[src/rtl/mfp_ahb_arbiter2.sv]
// Two-master AHB-Lite arbiter: M0 (serial loader) and M1 (core) share one slave path.
// A master requests whenever its HTRANS is non-IDLE; the non-owner is stalled with HREADY low.
module mfp_ahb_arbiter2 #(
    parameter logic PARK_MASTER = 1'b1,
    parameter int   CNT_W       = 16
) (
    input  logic             HCLK,
    input  logic             SI_Reset,
    input  logic [31:0]      M0_HADDR,
    input  logic [1:0]       M0_HTRANS,
    input  logic             M0_HWRITE,
    input  logic [2:0]       M0_HSIZE,
    input  logic [31:0]      M0_HWDATA,
    output logic             M0_HREADY,
    output logic             M0_HRESP,
    input  logic [31:0]      M1_HADDR,
    input  logic [1:0]       M1_HTRANS,
    input  logic             M1_HWRITE,
    input  logic [2:0]       M1_HSIZE,
    input  logic [31:0]      M1_HWDATA,
    output logic             M1_HREADY,
    output logic             M1_HRESP,
    output logic [31:0]      HRDATA_M,
    output logic [31:0]      HADDR,
    output logic [1:0]       HTRANS,
    output logic             HWRITE,
    output logic [2:0]       HSIZE,
    output logic [31:0]      HWDATA,
    input  logic [31:0]      HRDATA,
    input  logic             HREADY,
    input  logic             HRESP,
    output logic             ARB_OWNER,
    output logic [CNT_W-1:0] ARB_WAIT,
    input  logic             ARB_WAIT_CLR
);
    localparam logic [1:0] IDLE = 2'b00;

    logic             own;
    logic             down;
    logic             dval;
    logic [CNT_W-1:0] wait_cnt;
    logic             req0;
    logic             req1;
    logic             own_idle;
    logic             other_req;

    assign req0      = (M0_HTRANS != IDLE);
    assign req1      = (M1_HTRANS != IDLE);
    assign own_idle  = own ? !req1 : !req0;
    assign other_req = own ? req0 : req1;

    // Address phase is muxed straight through; write data follows the data-phase owner.
    assign HADDR    = own ? M1_HADDR  : M0_HADDR;
    assign HTRANS   = own ? M1_HTRANS : M0_HTRANS;
    assign HWRITE   = own ? M1_HWRITE : M0_HWRITE;
    assign HSIZE    = own ? M1_HSIZE  : M0_HSIZE;
    assign HWDATA   = down ? M1_HWDATA : M0_HWDATA;
    assign HRDATA_M = HRDATA;

    assign M0_HRESP = dval && !down && HRESP;
    assign M1_HRESP = dval &&  down && HRESP;

    assign M0_HREADY = (dval && !down) ? HREADY : (!own ? HREADY : !req0);
    assign M1_HREADY = (dval &&  down) ? HREADY : ( own ? HREADY : !req1);

    assign ARB_OWNER = own;
    assign ARB_WAIT  = wait_cnt;

    always_ff @(posedge HCLK) begin
        if (SI_Reset) begin
            own      <= PARK_MASTER;
            down     <= PARK_MASTER;
            dval     <= 1'b0;
            wait_cnt <= '0;
        end else begin
            if (HREADY) begin
                dval <= HTRANS[1];
                down <= own;
                // Handing over only when the owner is idle keeps a master out of both phases at once.
                if (own_idle && other_req)
                    own <= !own;
            end
            if (ARB_WAIT_CLR)
                wait_cnt <= '0;
            else if (other_req && wait_cnt != '1)
                wait_cnt <= wait_cnt + 1'b1;
        end
    end
endmodule

[config.mk]
export PLATFORM = sky130hd
export DESIGN_NAME = mfp_ahb_arbiter2
export DESIGN_NICKNAME = d
export VERILOG_FILES = /design/src/rtl/mfp_ahb_arbiter2.sv
export SDC_FILE = /design/constraint.sdc
export NUM_CORES = 1
export LEC_CHECK = 0
export CORE_AREA = 2 2 118 120
export CTS_CLUSTER_SIZE = 28
export DETAILED_ROUTE_END_ITERATION = 8
export DIE_AREA = 0 0 120 122
export HOLD_SLACK_MARGIN = 0.06
export PLACE_DENSITY = 0.59
export SETUP_SLACK_MARGIN = 0.5
export SYNTH_ARGS = -nofsm -noshare
export SYNTH_HDL_FRONTEND = slang
export SYNTH_SLANG_ARGS = --single-unit
[constraint.sdc]
create_clock -name HCLK -period 2.3 [get_ports HCLK]
set_clock_uncertainty 0.1 [all_clocks]
set_input_delay 0.575 -clock HCLK [delete_from_list [all_inputs] [get_ports HCLK]]
set_output_delay 0.575 -clock HCLK [all_outputs]
set_load 0.005 [all_outputs]
==> results of run 1 <==
==> flip-flops by register name, summed over array words and instances (netlist names) <==
signal	flops
ARB_OWNER	1
dval	1
down	1
ARB_WAIT	16
==> logic make-up after synthesis <==
group | count (synthesis) | synth area share (%)
muxes | 73 | 38.1
buffers and inverters | 49 | 14.3
adders and majority gates | 1 | 0.581
DFF | 19 | 17.7
and+or+nand+nor | 66 | 18.1
AOI/OAI and AO/OA | 34 | 11.2
==> routing by layer <==
metal / up-vias / routed length, um / share of wire, % / track usage (%)
met2: 140 / 6510 / 51 / 26.7
met5: - / 0 / 0 / 0
met3: 22 / 1000 / 7.8 / 4.45
li1: 1372 / - / - / -
met1: 1377 / 5240 / 41 / 20.1
met4: 0 / 116 / 0.90 / 2.21
==> cells in the mapped netlist, types with 3 or more instances <==
cell type / n / area, um^2
mux2_2: 72 / 811
buf_4: 32 / 240
dfxtp_1: 19 / 380
nor2_1: 14 / 52.6
nand2_1: 8 / 30.0
a21oi_1: 7 / 35.0
buf_1: 7 / 26.3
nand3_1: 7 / 35.0
nand4_1: 7 / 43.8
a31oi_1: 5 / 31.3
o21ai_0: 5 / 25.0
and3_1: 4 / 25.0
and4_1: 4 / 35.0
clkbuf_1: 4 / 15.0
inv_1: 3 / 11.3
nor3_1: 3 / 15.0
nor3b_1: 3 / 22.5
o311ai_0: 3 / 26.3
==> repair_timing <==
action,4_1_cts,5_1_grt
pin swaps,10,15
setup endpoints to repair,107,90
buffers inserted,15,7
gates resized for setup,595,79
gates cloned,4,3
endpoints found under the hold margin,0,0
==> report_power, final <==
group	total (mW)	internal [mW]	switching (mW)
clock network	0.380	0.235	0.144
registers	0.337	0.322	0.0157
logic	0.881	0.603	0.278
==> final cells by class <==
class | count | area, um^2 | share of cell area, %
Clock inverter | 1 | 7.51 | 0.136
Sequential cell | 19 | 438 | 7.95
Tap cell | 180 | 225 | 4.09
Timing Repair Buffer | 283 | 2840 | 51.6
Inverter | 3 | 11.3 | 0.204
Multi-Input combinational cell | 174 | 1910 | 34.6
Antenna cell | 2 | 5.00 | 0.0908
Clock buffer | 3 | 75.1 | 1.36
==> stage by stage <==
| step | hold slack [ns] | area, um^2 | TNS [ns] |
|---|---|---|---|
| after floorplan | 0.389 | 2170 | 0 |
| after global placement | 0.402 | 4610 | -7.79 |
| after detailed placement | 0.412 | 4610 | -8.07 |
| after CTS | 0.384 | 5050 | 0 |
| after global routing | 0.407 | 5510 | 0 |
| final | 0.397 | 5510 | 0 |
==> critical path, stage by stage, from the launching register on <==
cell and delay, ns:
dfxtp_4 0.46, clkbuf_16 0.22, mux2_4 0.31, buf_6 0.12
==> cells in the final DEF (no fill, tap or decap), drive strengths merged, types with 4 or more instances in the layout <==
cell           count
nand2              8
clkdlybuf4s50     12
nand4              9
and4               5
a21oi              8
and3               4
dlymetal6s2s      11
nor2              14
o21ai              5
mux2              72
buf              120
nand3              7
clkbuf             8
a31oi              5
dlygate4sd2      134
dfxtp             19
==> worst paths after layout <==
kind	from	to	slack, ns	cells after the start
min reg2reg	ARB_WAIT[4]	ARB_WAIT[4]	0.40	1
max	ARB_OWNER	HADDR[6]	0.26	3
min	ARB_WAIT[4]	ARB_WAIT[4]	0.40	1
max reg2reg	ARB_OWNER	ARB_WAIT[15]	0.44	7
==> metrics.sh, run 1 <==
RUN_STATUS='finished clean'
DRTITER0DRC=94
TRITONCTS='yes'
PLACE.PORT_BUFFERS=235
FINAL_NUMBER_OF_MAX_TRANSITION_VIOLATIONS=0
MAX_FREQ_MHz=490
WORST_SLEW_MARGIN_REL_PCT=70.6
CTS.PATH.MAX_BUFFERS=2
UNREPAIRED_SETUP_ENDPOINTS_AFTER_GLOBAL_ROUTING='yes'
STDCELL_COUNT=665
SYNTH-EDFF-COUNT=0
CTS-HTREE-LEVELS=1
PIN_COUNT=300
SETUP_VIOL_COUNT_FINAL=0
DIE_W_UM=120
DRTANTENNAVIOLNETS=0
CTS_INSERTED_BUFFERS=3
FILL_CELLS=1328
SEQ_AREA_FRAC_SYNTH_PCT=17.7
CRIT_FANOUT=9
MIN_PATH_TYPE='register to register'
ROUTE.DETAILED.VIAS_PER_INST=4.38
RATIO_OF_CELLS_WITH_DRIVE_ABOVE_1_IN_THE_FINAL_LAYOUT_PCT=52.2
YOSYSUNIQUECELLTYPES=44
GRT_FIRST_PASS_WIRELENGTH_MM=17.6
SYNTH.YOSYS.WARNINGS=0
PLACEMENTROWS=43
FIRST_GLOBAL_VIAS=2975
POSTSYNTH.TOPFLOPCELL='dfxtp_1'
DETAILEDPLACE.WORSTSLACK_NS=-0.381
P_TOTAL_mW=1.60
ROUTED_WIRELENGTH_MM=12.9
ROUTE.DETAILED.WL_PER_INST_UM=19.4
ENDPOINT_KIND='output port'
DPL.CELL_COUNT=630
YS_FF_LATCH=19
CLOCK-ROOT-BUFFER='clkbuf_16'
GRT_OVERFLOW_TOTAL=0
GP_CONGESTION=0.824
MAPPEDNETLISTAREA_MM2=0.00215
CLOCK_PIN_SLEW_ON_THE_WORST_SETUP_AND_HOLD_PATHS_NS=0.07
CORE_AREA_MM2=0.0135
FINAL_STANDARD_CELL_UTILIZATION_OF_THE_CORE_PCT=40.8
CTS.SINKS=19
SYNTHTOLAYOUTAREAGROWTH_PCT=156
CLKLATENCYLATEPIN_NS=0.26
HOLD_VIOL_FINAL=0
HPWL_DP_MM=9.61
WORST_EP_REQUIRED_TIME_NS=1.62
DESIGN.FINAL.NETS=662
FRACTION_OF_REGISTERS_WITH_ASYNC_SET_RESET_PCT=0
WORSTSETUPPATHTYPE='register to output port'
CAP_VIOL_MAX_COUNT=0
POST-ROUTE-WORST-SETUP-SLACK_NS=0.259
START_UTIL_PCT=15.9
GRT_USE_TOTAL_PCT=15.7
WORST_EP_ARRIVAL_TIME_NS=1.37
FLOORPLAN.DIE.HEIGHT_UM=122
VDD_DROP_MAX_mV=0.180
DIE-AREA_MM2=0.0146
PWR_DENSITY_CELL_mW_PER_MM2=290
TIGHTESTPINTRANSITION_NS=0.437
POST-ROUTE-DRC-COUNT=0
CTS-HOLD-FIX-BUFFERS=0
GRT_MAX_DEGREE=19
ANTENNA_FOUND_INITIAL=6
SETUP.WORST_PATH.START_CLASS='register'
SYNTH_AREA_PER_CELL_UM2=8.89
SYN-INSTANCE-COUNT=242
POSTSYNTHNETCOUNT=420
POST-ROUTE-MIN-PERIOD_NS=2.04
POWER.STATIC_LEAKAGE_nW=2.82
VIA_COUNT=2911
DETAIL_ROUTE.FIRST_PASS.ITERATIONS=4
FIN_CRIT_SH_PCT=88.7
(Power assumes the default switching activity.)
==> inputs of run 2 (changes only) <==
Settings changed: GPL_TIMING_DRIVEN set to 0.
==> metrics.sh, run 2 (same netlist as run 1, synthesis figures left out) <==
FLOORPLAN.DIE.HEIGHT_UM=122
PLACE.PORT_BUFFERS=267
SMALLEST_HOLD_SLACK_NS=0.383
CLOCK_PIN_SLEW_ON_THE_WORST_SETUP_AND_HOLD_PATHS_NS=0.06
HOLD_VIOL_FINAL=0
CAP_VIOL_MAX_COUNT=0
TIGHTESTPINTRANSITION_NS=0.587
DETAIL_ROUTE.FIRST_PASS.ITERATIONS=4
RUN_STATUS='finished clean'
DRTANTENNAVIOLNETS=0
CTS-HOLD-FIX-BUFFERS=0
ROUTE.DETAILED.VIAS_PER_INST=4.38
POST-ROUTE-DRC-COUNT=0
SETUP.WORST_PATH.START_CLASS='input port'
START_UTIL_PCT=15.9
WORSTSETUPPATHTYPE='input port to output port'
GRT_FIRST_PASS_WIRELENGTH_MM=18.1
ANTENNA_FOUND_INITIAL=6
ENDPOINT_KIND='output port'
DIE-AREA_MM2=0.0146
WORST_EP_REQUIRED_TIME_NS=1.62
ROUTE.DETAILED.WL_PER_INST_UM=18.4
WORST_HOLD_PATH.NUM_CELLS=1
PIN_COUNT=300
ROUTED_WIRELENGTH_MM=13.2
MIN_PATH_TYPE='register to register'
UNREPAIRED_SETUP_ENDPOINTS_AFTER_GLOBAL_ROUTING='yes'
WORST_SLEW_MARGIN_REL_PCT=60.8
GP_CONGESTION=0.849
GRT_MAX_DEGREE=12
POWER.STATIC_LEAKAGE_nW=3.18
VDD_DROP_MAX_mV=0.246
CTS_INSERTED_BUFFERS=3
LARGEST_REG_FLOPS=16
MAX_FREQ_MHz=481
DRTITER0DRC=133
CTS-HTREE-LEVELS=1
CRIT_FANOUT=1
HPWL_DP_MM=10.5
R2R_END='ARB_WAIT[15]'
WORST_EP_ARRIVAL_TIME_NS=1.40
CLKLATENCYLATEPIN_NS=0.25
FINALINSTANCEAREA_MM2=0.00606
HOLD_END='ARB_WAIT[4]'
WORSTREGTOREGCELLS=9
LAYOUT_COMMONEST_CELL='dlygate4sd2_1'
FIRST_GLOBAL_VIAS=3128
CORE_AREA_MM2=0.0135
TRITONCTS='yes'
CTS.PATH.MAX_BUFFERS=2
SETUP_VIOL_COUNT_FINAL=0
RATIO_OF_CELLS_WITH_DRIVE_ABOVE_1_IN_THE_FINAL_LAYOUT_PCT=50.8
MOSTFREQUENTLAYOUTCELLS='139 x dlygate4sd2_1, 67 x buf_6, 63 x mux2_4, 43 x buf_4, 30 x clkdlybuf4s50_1'
HOLD_PATH_STARTPOINT='ARB_WAIT[4]'
PWR_DENSITY_CELL_mW_PER_MM2=274
FINAL_NUMBER_OF_MAX_TRANSITION_VIOLATIONS=0
POST-ROUTE-MIN-PERIOD_NS=2.08
POSTPLACECELLAREA_MM2=0.00507
CLOCK-ROOT-BUFFER='clkbuf_16'
CTS.SINKS=19
DIE_W_UM=120
DESIGN.FINAL.NETS=718
RRSETUPSLACK_NS=0.28
PLACEMENTROWS=43
GRT_OVERFLOW_TOTAL=0
GRT_USE_TOTAL_PCT=16.1
R2R-START='ARB_OWNER'
SYNTHTOLAYOUTAREAGROWTH_PCT=182
FIN_CRIT_SH_PCT=90.3
VIA_COUNT=3150
run 2: area by class of cell:
| cell class | count | area [um^2] |
|---|---|---|
| multi-input combinational | 174 | 1910 |
| fill | 1346 | 7440 |
| antenna | 1 | 2.50 |
| clock inverter | 1 | 5.00 |
| sequential | 19 | 435 |
| clock buffer | 3 | 75.1 |
| tap | 180 | 225 |
| timing repair buffer | 293 | 2950 |
| inverter | 3 | 11.3 |
| buffer | 46 | 443 |
run 2: per-layer routing:
layer  vias up  GRT usage, %  part of all wire, %
met1      1490          20.6                   40
li1       1476             -                    -
met2       182          28.9                   52
met4         0         0.441                0.068
met5         -             0                    0
met3         2          3.79                  8.3
run 2: worst max-delay path, stage by stage:
cell and delay [ns]:
clkdlybuf4s50_1 0.43, mux2_4 0.28, buf_6 0.12
run 2: per-stage QoR:
stage                     cells  setup WS, ns  power (mW)  TNS [ns]  util (%)
after floorplan             242         0.511       0.602         0         -
after global placement      689        -0.354        1.18     -6.77      37.5
after detailed placement    689        -0.371        1.18     -6.88      37.5
after CTS                   710         0.216        1.59         0      41.3
after global routing        719         0.185        1.74         0      44.9
final                       720         0.223        1.66         0      44.9
run 2: power breakdown:
group          switching, mW  leakage [nW]  internal, mW
Combinational          0.295          2.97         0.666
Clock                  0.134        0.0409         0.233
Sequential           0.00870         0.164         0.321
run 2: worst max-delay path by stage:
stage                     slack (ns)         start            to
after CTS                       0.22     ARB_OWNER      HADDR[3]
after global placement         -0.35  M1_HTRANS[0]     M1_HREADY
final                           0.22  M1_HADDR[12]     HADDR[12]
after floorplan                 0.51  M0_HTRANS[0]  ARB_WAIT[11]
after detailed placement       -0.37  M1_HTRANS[0]     M1_HREADY
after global routing            0.19     ARB_OWNER     M1_HREADY
run 2: timing repair:
action	CTS	global route
pin swaps	14	11
endpoints found under the setup margin	138	93
setup buffers	15	5
gates resized for setup	619	88
gates cloned	2	4
==> inputs of run 3 (changes only) <==
Settings changed: ABC_AREA set to 1, CORE_AREA 2 2 118 120 to 2 2 117 119, DIE_AREA 0 0 120 122 to 0 0 119 121, PLACE_DENSITY 0.59 to 0.6.
Clock period 2.3 ns to 2.62 ns, I/O delays scaled along.
==> metrics.sh, run 3 <==
RUN_STATUS='finished clean'
WORST_EP_REQUIRED_TIME_NS=1.87
SYNTH_MUX_AREA_SHARE_PCT=0
CRITICAL_PATH.MOST_COMMON_CELL='nand2_1'
YOSYSTOPAREACELLSHARE_PCT=43.6
SYNTH_AREA_PER_CELL_UM2=5.00
SEQ_POWER_SHARE_PCT=24.1
WORST_EP_ARRIVAL_TIME_NS=1.36
VIA_COUNT=3552
WORST_HOLD_PATH.NUM_CELLS=2
PLACEMENTROWS=42
SYNTHTOLAYOUTAREAGROWTH_PCT=127
UNREPAIRED_SETUP_ENDPOINTS_AFTER_GLOBAL_ROUTING='yes'
SYNTH.AREA.TOP_CELLS='nand2_1 44%, dfxtp_1 17%, buf_4 11%, nor2_1 7.6%, nand3_1 3.1%'
SYNTH-SIMPLE-AREA-SHARE_PCT=59.1
ROUTE.DETAILED.WL_PER_INST_UM=12.8
HOLD_PATH_STARTPOINT='ARB_WAIT[11]'
MAPPEDNETLISTAREA_MM2=0.00226
YOSYS.CELL_COUNT.TOP_TYPE='nand2_1'
PIN_COUNT=300
FIN_CRIT_SH_PCT=80.7
MOSTFREQUENTLAYOUTCELLS='261 x nand2_1, 123 x clkdlybuf4s50_1, 75 x buf_2, 61 x dlymetal6s2s_1, 45 x nor2_1'
CAP_VIOL_MAX_COUNT=0
CTS.SINKS=19
POSTSYNTHNETCOUNT=631
CRITICAL_PATH.N_BUFFERS_INVERTERS=2
SYNTH-EDFF-COUNT=0
SETUP.WORST_PATH.START_CLASS='input port'
R2R_END='ARB_WAIT[13]'
CLKLATENCYLATEPIN_NS=0.26
CTS-HOLD-FIX-BUFFERS=0
ROUTE.DETAILED.VIAS_PER_INST=3.92
TIMING.CRITICAL_PATH.MAX_DELAY_FAMILY='buffers and inverters'
FRACTION_OF_REGISTERS_WITH_ASYNC_SET_RESET_PCT=0
LAYOUT_COMMONEST_CELL='nand2_1'
HOLD_VIOL_FINAL=0
DRTITER0DRC=166
SYN-INSTANCE-COUNT=453
NETLIST.TOP_CELL.BY_AREA='nand2_1'
DRTANTENNAVIOLNETS=0
MIN_PATH_TYPE='register to register'
DIE-AREA_MM2=0.0144
HOLD_END='ARB_WAIT[11]'
CLOCK_PIN_SLEW_ON_THE_WORST_SETUP_AND_HOLD_PATHS_NS=0.06
CRIT_PATH_CELL_TRACE='clkdlybuf4s50_1 -> nand2_1 -> nand2_1 -> buf_2'
SYNTH-XOR-AREA-SHARE_PCT=0.387
SEQ_AREA_FRAC_SYNTH_PCT=16.8
WORSTREGTOREGCELLS=6
CORE_AREA_MM2=0.0131
STAGES_ON_THE_WORST_SETUP_PATH=4
YOSYSUNIQUECELLTYPES=28
POWER.STATIC_LEAKAGE_nW=2.98
FILL_CELLS=1456
GRT_MAX_DEGREE=12
MAX_FREQ_MHz=473
LARGEST_REG_FLOPS=16
POSTSYNTH.TOPFLOPCELL='dfxtp_1'
YS_FF_LATCH=19
CTS.PATH.MAX_BUFFERS=2
WORST_SLEW_MARGIN_REL_PCT=73.1
POWER_FRAC_COMB_PCT=49.3
SYNTH_TOP_FAMILY_BY_AREA='simple AND/OR/NAND/NOR gates'
DETAIL_ROUTE.FIRST_PASS.ITERATIONS=4
POWER.NET_SWITCHING_mW=0.370
R2R-START='ARB_WAIT[0]'
ENDPOINT_KIND='output port'
START_UTIL_PCT=17.3
POST-ROUTE-MIN-PERIOD_NS=2.11
VDD_DROP_MAX_mV=0.239
SETUP_TNS_NS=0
GRT_USE_TOTAL_PCT=15.1
TOTAL_INTERNAL_POWER_mW=0.879
FLOORPLAN.DIE.HEIGHT_UM=121
SETUP_VIOL_COUNT_FINAL=0
TRITONCTS='yes'
SWITCHING_SHARE_PCT=29.6
ANTENNA_FOUND_INITIAL=2
GRT_FIRST_PASS_WIRELENGTH_MM=17.6
WORSTSETUPPATHTYPE='input port to output port'
SYNTH.TOP_CELLS.BY_COUNT='263 x nand2_1, 46 x nor2_1, 32 x buf_4'
SYNTH-COMPOUND-AREA-SHARE_PCT=5.80
CTS_INSERTED_BUFFERS=3
GRT_OVERFLOW_TOTAL=0
POST-ROUTE-DRC-COUNT=0
SYNTH.YOSYS.WARNINGS=0
CPPEAKSTAGEDELAY_NS=0.47
MULTIINPUTGATEAREA_MM2=0.00151
PLACE.PORT_BUFFERS=267
DIE_W_UM=119
TIGHTESTPINTRANSITION_NS=0.401
FINAL_NUMBER_OF_MAX_TRANSITION_VIOLATIONS=0
RRSETUPSLACK_NS=0.85
CRIT_FANOUT=1
CLOCK-ROOT-BUFFER='clkbuf_16'
GP_CONGESTION=0.803
FINAL_STANDARD_CELL_UTILIZATION_OF_THE_CORE_PCT=39.2
CLKPWRFRAC_PCT=26.6
SYNTHADDERAREAFRAC_PCT=0.553
FIRST_GLOBAL_VIAS=3434
DESIGN.FINAL.NETS=908
HPWL_DP_MM=9.77
CPMAXSTAGEDELAYCELL='clkdlybuf4s50_1'
CTS-HTREE-LEVELS=1
RATIO_OF_CELLS_WITH_DRIVE_ABOVE_1_IN_THE_FINAL_LAYOUT_PCT=21.0
P_TOTAL_mW=1.25
REGISTER_AREA_UM2=380
ROUTED_WIRELENGTH_MM=11.6
PWR_DENSITY_CELL_mW_PER_MM2=244
-- run 3: changes by cell type after synthesis, moves of 4 or more --
cell,change
a21oi_1,+5
a31oi_1,-4
and3_1,-4
and4_1,-4
clkbuf_1,+6
inv_1,+14
mux2_2,-72
nand2_1,+255
nand2_2,+5
nand3_1,+7
nor2_1,+32
o21ai_0,+4
-- run 3: layer usage --
| metal | up-vias | part of all wire, % | track usage (%) |
|---|---|---|---|
| met5 | - | 0 | 0 |
| met4 | 0 | 0.38 | 1.19 |
| met3 | 4 | 7.6 | 3.85 |
| met2 | 142 | 51 | 28.2 |
| met1 | 1502 | 41 | 18.0 |
| li1 | 1904 | - | - |
-- run 3: cell families after synthesis --
family / Yosys count
buffers and inverters: 69
DFF: 19
adders and majority gates: 1
and+or+nand+nor: 338
AOI/OAI and AO/OA: 25
xor gates and xnor gates: 1
-- run 3: worst max path at each step --
stage,slack [ns],endpoint,startpoint
finish,0.51,HWDATA[31],M0_HWDATA[31]
global placement,-0.32,M1_HREADY,M1_HTRANS[0]
CTS,0.51,HWDATA[28],M1_HWDATA[28]
floorplan,0.80,M1_HREADY,M1_HTRANS[0]
global route,0.47,M0_HREADY,down
detailed placement,-0.34,M1_HREADY,M1_HTRANS[0]
-- run 3: final cells by class --
class / instances / share of cell area [%]
Antenna cell: 2 / 0.0976
Buffer: 49 / 7.22
Clock buffer: 3 / 1.46
Clock inverter: 1 / 0.0976
Inverter: 20 / 1.56
Multi-Input combinational cell: 365 / 29.4
Sequential cell: 19 / 7.42
Tap cell: 176 / 4.29
Timing Repair Buffer: 272 / 48.5
-- run 3: per-stage QoR --
stage	cell area [um^2]	instances	hold WS (ns)	setup slack, ns
after floorplan	2260	453	0.399	0.803
after global placement	5160	896	0.428	-0.324
after detailed placement	5160	896	0.430	-0.335
after CTS	4930	903	0.439	0.505
after global routing	5130	907	0.465	0.472
final	5130	907	0.440	0.506
-- run 3: power by group through the flow --
stage                     clock network, mW  registers [mW]  logic, mW
after detailed placement                  0           0.307      0.720
after global placement                    0           0.307      0.724
after floorplan                           0           0.306      0.205
final                                 0.333           0.301      0.616
after global routing                  0.348           0.302      0.678
after CTS                             0.335           0.301      0.633
-- run 3: timing repair --
action                     4_1_cts  5_1_grt
pin swaps                       19       57
buffers inserted                 3        2
gates resized for setup        346       75
setup endpoints to repair       74       60
-- run 3: worst min-delay path, cell delays in order (launching register included) --
cell	delay, ns
dfxtp_1	0.36
nand2_1	0.08
a21oi_1	0.05
